[src/rtl/warp_ibuf.sv]
// Dual-in / dual-out instruction buffer between fetch and dual-issue decode.
// Circular storage with a registered occupancy count and a single-cycle flush.
module warp_ibuf #(
  parameter int WIDTH = 32,
  parameter int DEPTH = 4
) (
  input  logic             i_clk,
  input  logic             i_rst_n,
  input  logic             i_flush,
  input  logic [1:0]       i_wcount,
  output logic [1:0]       o_wcapacity,
  input  logic [WIDTH-1:0] i_wdata0,
  input  logic [WIDTH-1:0] i_wdata1,
  output logic [1:0]       o_rcount,
  output logic [WIDTH-1:0] o_rdata0,
  output logic [WIDTH-1:0] o_rdata1,
  input  logic [1:0]       i_rcount
);

  localparam int AW = $clog2(DEPTH);
  localparam int OW = $clog2(DEPTH + 1);

  logic [WIDTH-1:0] mem_q [DEPTH];
  logic [AW-1:0]    rd_ptr_q, rd_ptr_d, rd_ptr_p1;
  logic [AW-1:0]    wr_ptr_q, wr_ptr_d, wr_ptr_p1;
  logic [OW-1:0]    occ_q, occ_d;
  logic [OW-1:0]    free;
  logic [1:0]       wreq, rreq, wn, rn;
  logic             we0, we1;

  // Count handshake: each cycle the producer offers i_wcount entries against
  // o_wcapacity and the consumer takes i_rcount against o_rcount; the
  // transferred amount is the minimum of the two, committed at the clock edge.
  assign free        = OW'(DEPTH) - occ_q;
  assign o_wcapacity = (free >= OW'(2)) ? 2'd2 : free[1:0];
  assign o_rcount    = (occ_q >= OW'(2)) ? 2'd2 : occ_q[1:0];

  assign wreq = (i_wcount == 2'd3) ? 2'd2 : i_wcount;
  assign rreq = (i_rcount == 2'd3) ? 2'd2 : i_rcount;
  assign wn   = (wreq > o_wcapacity) ? o_wcapacity : wreq;
  assign rn   = (rreq > o_rcount) ? o_rcount : rreq;

  assign wr_ptr_p1 = wr_ptr_q + AW'(1);
  assign rd_ptr_p1 = rd_ptr_q + AW'(1);

  assign o_rdata0 = mem_q[rd_ptr_q];
  assign o_rdata1 = mem_q[rd_ptr_p1];

  assign we0 = !i_flush && (wn != 2'd0);
  assign we1 = !i_flush && (wn == 2'd2);

  always_comb begin
    wr_ptr_d = wr_ptr_q + AW'(wn);
    rd_ptr_d = rd_ptr_q + AW'(rn);
    occ_d    = occ_q + OW'(wn) - OW'(rn);
    // Flush empties the buffer by snapping the read pointer to the write pointer.
    if (i_flush) begin
      wr_ptr_d = wr_ptr_q;
      rd_ptr_d = wr_ptr_q;
      occ_d    = '0;
    end
  end

  always_ff @(posedge i_clk or negedge i_rst_n) begin
    if (!i_rst_n) begin
      rd_ptr_q <= '0;
      wr_ptr_q <= '0;
      occ_q    <= '0;
      for (int i = 0; i < DEPTH; i++) mem_q[i] <= '0;
    end else begin
      rd_ptr_q <= rd_ptr_d;
      wr_ptr_q <= wr_ptr_d;
      occ_q    <= occ_d;
      if (we0) mem_q[wr_ptr_q]  <= i_wdata0;
      if (we1) mem_q[wr_ptr_p1] <= i_wdata1;
    end
  end

`ifdef WARP_FORMAL
  a_occ_range: assert property (@(posedge i_clk) disable iff (!i_rst_n)
    occ_q <= OW'(DEPTH));
  a_ptr_occ: assert property (@(posedge i_clk) disable iff (!i_rst_n)
    AW'(wr_ptr_q - rd_ptr_q) == AW'(occ_q));
  a_out_cnt: assert property (@(posedge i_clk) disable iff (!i_rst_n)
    (o_rcount <= 2'd2) && (o_wcapacity <= 2'd2));
  a_wr_legal: assert property (@(posedge i_clk) disable iff (!i_rst_n)
    i_wcount <= o_wcapacity);
  a_rd_legal: assert property (@(posedge i_clk) disable iff (!i_rst_n)
    i_rcount <= o_rcount);
  c_full: cover property (@(posedge i_clk) occ_q == OW'(DEPTH));
  c_empty: cover property (@(posedge i_clk) occ_q == '0);
  c_wr_wrap: cover property (@(posedge i_clk) disable iff (!i_rst_n)
    !i_flush && (wr_ptr_d < wr_ptr_q));
  c_rd_wrap: cover property (@(posedge i_clk) disable iff (!i_rst_n)
    !i_flush && (rd_ptr_d < rd_ptr_q));
  c_flush_full: cover property (@(posedge i_clk) disable iff (!i_rst_n)
    i_flush && (occ_q == OW'(DEPTH)));
`endif

endmodule

[config.mk]
export PLATFORM = sky130hd
export DESIGN_NAME = warp_ibuf
export DESIGN_NICKNAME = d
export VERILOG_FILES = /design/src/rtl/warp_ibuf.sv
export SDC_FILE = /design/constraint.sdc
export NUM_CORES = 1
export LEC_CHECK = 0
export BUFFER_PORTS_ARGS = -buffer_cell sky130_fd_sc_hd__buf_2
export CORE_AREA = 2 2 119 179
export DETAILED_ROUTE_END_ITERATION = 12
export DIE_AREA = 0 0 121 181
export GPL_ROUTABILITY_DRIVEN = 0
export GPL_TIMING_DRIVEN = 0
export MAX_ROUTING_LAYER = met4
export PLACE_DENSITY_LB_ADDON = 0.3
export SLEW_MARGIN = 20
export SYNTH_ARGS = -nofsm -noshare
export SYNTH_HDL_FRONTEND = slang
export SYNTH_SLANG_ARGS = --single-unit
[constraint.sdc]
create_clock -name i_clk -period 6.8 [get_ports i_clk]
set_input_delay 1.36 -clock i_clk [delete_from_list [all_inputs] [get_ports i_clk]]
set_output_delay 1.36 -clock i_clk [all_outputs]
set_load 0.1 [all_outputs]
== Word level (Yosys, flattened, before mapping) ==
Cells that the tools add are included.

* Register bits after elaboration: 135
* Input port bits: 71

* Add/subtract/negate cells: 7
* $lt $le $gt $ge: 10
* Equality and inequality tests: 3
* Multiplexer cells: 22
* Bitwise gates (word level): 4
* Reduce and logical (&&, ||, !) cells: 6

{| class="wikitable"
|+ Operators by type and width
! kind !! number
|-
| bitwise mux 128 bit || 2
|-
| two-way mux 128 bit || 2
|-
| two-way mux 32 bit || 6
|-
| binary-select mux 32 bit (select 2 bit) || 2
|-
| demux 32 bit (select 2 bit) || 2
|-
| two-way mux 2 bit || 7
|-
| greater-or-equal comparator 3 bit (second input constant) || 4
|-
| NOT 2 -> 3 bit || 4
|-
| equality test 2 bit (second input constant) || 3
|-
| greater-or-equal comparator 3 x 2 -> 1 bit (second input constant) || 2
|-
| < comparator 3 x 1 -> 1 bit (second input constant) || 2
|-
| adder 2 x 1 -> 2 bit (second input constant) || 2
|-
| adder 2 bit || 2
|-
| > comparator 2 bit || 2
|-
| logical AND 1 bit || 4
|-
| adder 3 x 2 -> 3 bit || 1
|-
| two-way mux 3 bit || 1
|-
| subtractor 3 x 2 -> 3 bit || 1
|-
| subtractor 3 bit (first input constant) || 1
|-
| nonzero test 2 bit || 1
|-
| zero test 1 bit || 1
|}

== Longest topological paths before layout ==
* Depth in word-level cells: 10
* Mapped depth: 17
* Mapped depth without buffers: 17

== Worst setup path before layout ==
No wires, ideal clock.

* Kind: flip-flop to flip-flop
* From: register occ_q[0]
* To: register occ_q[2]
* Setup time: 130 ps
* Arrival: 4841 ps
* Required time: 6670 ps
* Setup slack: 1829 ps
* Cell stages (with the launch flop): 18
* Buffers on the path: 1
* Period minus slack after synthesis: 4971 ps
* Cell sequence: dfrtp_1 > inv_1 > ha_1 > xor2_1 > or3_4 > buf_6 > nor2_1 > ha_1 > or3_4 > nand2_1 > o21ai_4 > xnor2_1 > ha_1 > inv_1 > fa_1 > xor2_1 > xnor2_1 > nor2_1

* Longest elaborated chain between the ends: 8
* Elaborated cells on any way between the ends: 12
* Classes of those cells: add/sub: 3; order compare: 4; mux: 5

{| class="wikitable"
|+ RTL lines
! element !! RTL line !! source
|-
| start: declaration || 26 || <nowiki>logic [OW-1:0] occ_q, occ_d;</nowiki>
|-
| start signal: assignment || 68 || <nowiki>occ_q <= '0;</nowiki>
|-
| start signal: assignment || 73 || <nowiki>occ_q <= occ_d;</nowiki>
|-
| subtractor 3 bit * || 34 || <nowiki>assign free = OW'(DEPTH) - occ_q;</nowiki>
|-
| greater-or-equal comparator 3 x 2 -> 1 bit || 35 || <nowiki>assign o_wcapacity = (free >= OW'(2)) ? 2'd2 : free[1:0];</nowiki>
|-
| two-way mux 2 bit * || 35 ||
|-
| named net o_wcapacity[1] || 11 || <nowiki>output logic [1:0] o_wcapacity,</nowiki>
|-
| > comparator 2 bit || 40 || <nowiki>assign wn = (wreq > o_wcapacity) ? o_wcapacity : wreq;</nowiki>
|-
| two-way mux 2 bit * || 40 ||
|-
| adder 3 x 2 -> 3 bit * || 55 || <nowiki>occ_d = occ_q + OW'(wn) - OW'(rn);</nowiki>
|-
| subtractor 3 x 2 -> 3 bit * || 55 ||
|-
| two-way mux 3 bit * || 57 || <nowiki>if (i_flush) begin</nowiki>
|-
| named net occ_d[2] || 26 ||
|}

Mark *: on every way through the listed nets, which the timed path passes. The rest lies on a longest branch.
A chain may end at the register's enable or synchronous reset.

== Worst setup path in the final report ==
* From: register rd_ptr_q[1]
* To: output port o_rdata1[1]

* Longest elaborated chain between the ends: 5

{| class="wikitable"
|+ RTL lines
! element !! RTL line !! source
|-
| start: declaration || 24 || <nowiki>logic [AW-1:0] rd_ptr_q, rd_ptr_d, rd_ptr_p1;</nowiki>
|-
| start signal: assignment || 71 || <nowiki>rd_ptr_q <= rd_ptr_d;</nowiki>
|-
| adder 2 x 1 -> 2 bit || 44 || <nowiki>assign rd_ptr_p1 = rd_ptr_q + AW'(1);</nowiki>
|-
| NOT 2 -> 3 bit (not written as such) || 47 || <nowiki>assign o_rdata1 = mem_q[rd_ptr_p1];</nowiki>
|-
| binary-select mux 32 bit (select 2 bit) || 47 ||
|-
| two-way mux 32 bit (not written as such) (2 in series) || 47 ||
|-
| end: declaration || 16 || <nowiki>output logic [WIDTH-1:0] o_rdata1,</nowiki>
|}

Every way passes these cells. The select of a mux whose other input is x is not followed.

==> metrics.log <==
[metrics] crit share post-route: 61.6%
[metrics] primary flip-flop cell chosen by synthesis mapping: sky130_fd_sc_hd__dfrtp_1
[metrics] share of synthesized cell area in and, or, nand and nor gates: 25.8%
[metrics] die footprint: 21900 um2
[metrics] sequential fraction of the synthesis area: 37.6%
[metrics] compound-cell area share of the yosys netlist: 13.0%
[metrics] minimum clock period: 4190 ps
[metrics] Overflow after GRT: 0
[metrics] required time at the endpoint of the critical path: 5440 ps
[metrics] H-tree levels: 4
[metrics] via count: 8735
[metrics] TritonCTS clock tree: built
[metrics] number of placed instances, taps included: 1444
[metrics] synthesis-to-layout area growth: 18.3%
[metrics] most frequent cells in the layout: sky130_fd_sc_hd__nand2_1 (390), sky130_fd_sc_hd__buf_2 (175), sky130_fd_sc_hd__nor2_1 (136), sky130_fd_sc_hd__dfrtp_1 (135), sky130_fd_sc_hd__o211ai_1 (129)
[metrics] nets: 1281
[metrics] top-level port count: 139
[metrics] count of placed standard cells in the final layout, fillers left out: 1476
[metrics] main combinational cell family by area after synthesis: simple AND/OR/NAND/NOR gates
[metrics] share of flip-flops with an asynchronous set or reset: 100%
[metrics] count of mapped cells out of synthesis: 1042
[metrics] cell area after technology mapping: 8980 um2
[metrics] number of vias per cell: 5.92
[metrics] number of maximum-capacitance violations: 0
[metrics] Synth Net Count: 1124
[metrics] cell at the root of the clock tree: sky130_fd_sc_hd__clkbuf_16
[metrics] critical path endpoint category: primary output
[metrics] Least-Margin Pin Slew: 889 ps
[metrics] Finished Cell Area: 10600 um2
[metrics] count of pins over their slew limit: 0
[metrics] number of I/O port buffers: 137
[metrics] core box area: 20300 um2
[metrics] antenna viol nets, final: 0
[metrics] clock buffers created by TritonCTS: 17
[metrics] Max clock buf depth: 2
[metrics] DRC violations left: 0
[metrics] wire length of the first global-routing pass: 49.1 mm
[metrics] type of origin of the critical path: flip-flop
[metrics] drt pass-1 iters: 5
[metrics] detailed router's first-iteration violation count: 925
[metrics] count of flip-flops with a built-in enable after synthesis: 0
[metrics] area share of xor/xnor cells in the synthesized design: 0.683%
[metrics] clk_skew: 8.41 ps
[metrics] height of the die: 181 um
[metrics] Crit Path Max Fanout: 10
[metrics] number of antenna violations at the first check in global routing: 1
[metrics] Worst Hold Margin: 563 ps
[metrics] post-synthesis register bit count: 135
[metrics] average wire length per cell after detail routing: 20.9 um
[metrics] number of cells upsized or downsized after cts: 0
[metrics] Starting Density: 44.3%
[metrics] critical path start-end classification: flip-flop to primary output
[metrics] Achievable Freq: 239 MHz
[metrics] aggregate global-route resource usage: 30.2%
[metrics] commonest non-fill, non-tap cell in the layout: sky130_fd_sc_hd__nand2_1
[metrics] total length of routed wires: 30.8 mm
[metrics] count of cell types in the netlist: 36
[metrics] number of hold-repair buffers added at the cts stage: 0
[metrics] RSZ-0062 raised after global routing: no
[metrics] source-to-sink clock delay at the later pin of the worst-skew pair: 440 ps
[metrics] hold violation total from the final report: 0
[metrics] data arrival time of the critical path: 2830 ps
[metrics] setup TNS after final layout: 0 ps
[metrics] TritonCTS Sinks: 135
[metrics] Ys Warns: 0
[metrics] die extent in x: 121 um
[metrics] placed instance area: 10000 um2
[metrics] result of the run: complete, no violations
[metrics] ratio of cells with drive above 1 in the final layout: 24.4%
[metrics] multiplexer fraction of the synthesized cell area: 16.3%
[metrics] clock-pin slew on the worst setup and hold paths: 60 ps
[metrics] Detailed Place HPWL: 20.7 mm
[metrics] average size of a mapped cell: 8.62 um2
[metrics] maximum number of pins on one net before global-route repair: 80
[metrics] synthesized-area fraction occupied by adder cells: 1.70%
[metrics] Slew HR: 40.8%
[metrics] number of standard-cell rows in the floorplan: 64
[metrics] setup violators final: 0
[metrics] worst hold path class: flip-flop to flip-flop
[metrics] via count of the first global-routing pass: 8972
[metrics] buffer count from post-CTS setup fixing: 0
==> worst paths after layout <==
kind,start,endpoint,slack (ps),depth (start not counted)
hold / removal,mem_q[10]$_DFF_PN0_,mem_q[10]$_DFF_PN0_,560,2
hold reg to reg,mem_q[10]$_DFF_PN0_,mem_q[10]$_DFF_PN0_,560,2
setup reg to reg,occ_q[0]$_DFF_PN0_,occ_q[2]$_DFF_PN0_,2990,17
min in group asynchronous,i_rst_n,occ_q[1]$_DFF_PN0_,850,1
setup / recovery,rd_ptr_q[1]$_DFF_PN0_,o_rdata1[1],2610,4
max in group asynchronous,i_rst_n,mem_q[51]$_DFF_PN0_,5140,2
==> layout make-up <==
type                       instances  area, um2
sequential                       135       3380
clock inverter                    13        148
clock buffer                      18        439
tap                              264        330
antenna                            1       2.50
multi-input combinational        808       5160
inverter                          11       41.3
buffer                            88        405
fill                            1891       9630
timing repair buffer             138        723
==> stage by stage <==
step / util (%) / setup WS (ps)
final: 52.4 / 2610
after global routing: 52.4 / 2540
after CTS: 52.4 / 2660
after detailed placement: 49.5 / 2460
after global placement: 49.4 / 2210
after floorplan: - / 1830
==> sequential cells by signal (all words and copies together), names as in the netlist <==
name      count
mem_q       128
rd_ptr_q      2
wr_ptr_q      2
occ_q         3
==> cell families after synthesis <==
kind of cell | Yosys count
adder cells (fa/ha/maj) | 11
multiplexers | 66
buffers and inverters | 99
AO/OA/AOI/OAI | 149
XOR/XNOR | 7
AND/OR/NAND/NOR | 575
flip-flops | 135
==> routing by layer <==
| layer | GRT usage [%] | up-vias | routed length, um |
|---|---|---|---|
| met5 | - | - | 0 |
| met4 | 15.3 | 0 | 1390 |
| met3 | 6.12 | 102 | 2460 |
| met2 | 48.1 | 481 | 15300 |
| met1 | 36.0 | 4269 | 11700 |
| li1 | - | 3883 | - |
==> synth_stat cells, drive strengths merged (4+ instances only) <==
library cell,number,area [um2]
buf,50,263
clkbuf,38,143
dfrtp,135,3380
ha,9,113
inv,11,41.3
mux4,64,1440
nand2,390,1460
nand2b,37,231
nor2,136,510
nor3b,4,50.1
o211ai,130,981
o21ai,8,66.3
xnor2,4,35.0
==> critical path: stages, from the launching register on <==
cell and delay [ps]:
sky130_fd_sc_hd__dfrtp_1 360, sky130_fd_sc_hd__clkbuf_1 460, sky130_fd_sc_hd__buf_1 730, sky130_fd_sc_hd__mux4_2 400
sky130_fd_sc_hd__buf_2 440
Power is not shown: default switching activity piles up to over one toggle a cycle in this logic, so the estimate is an artifact.
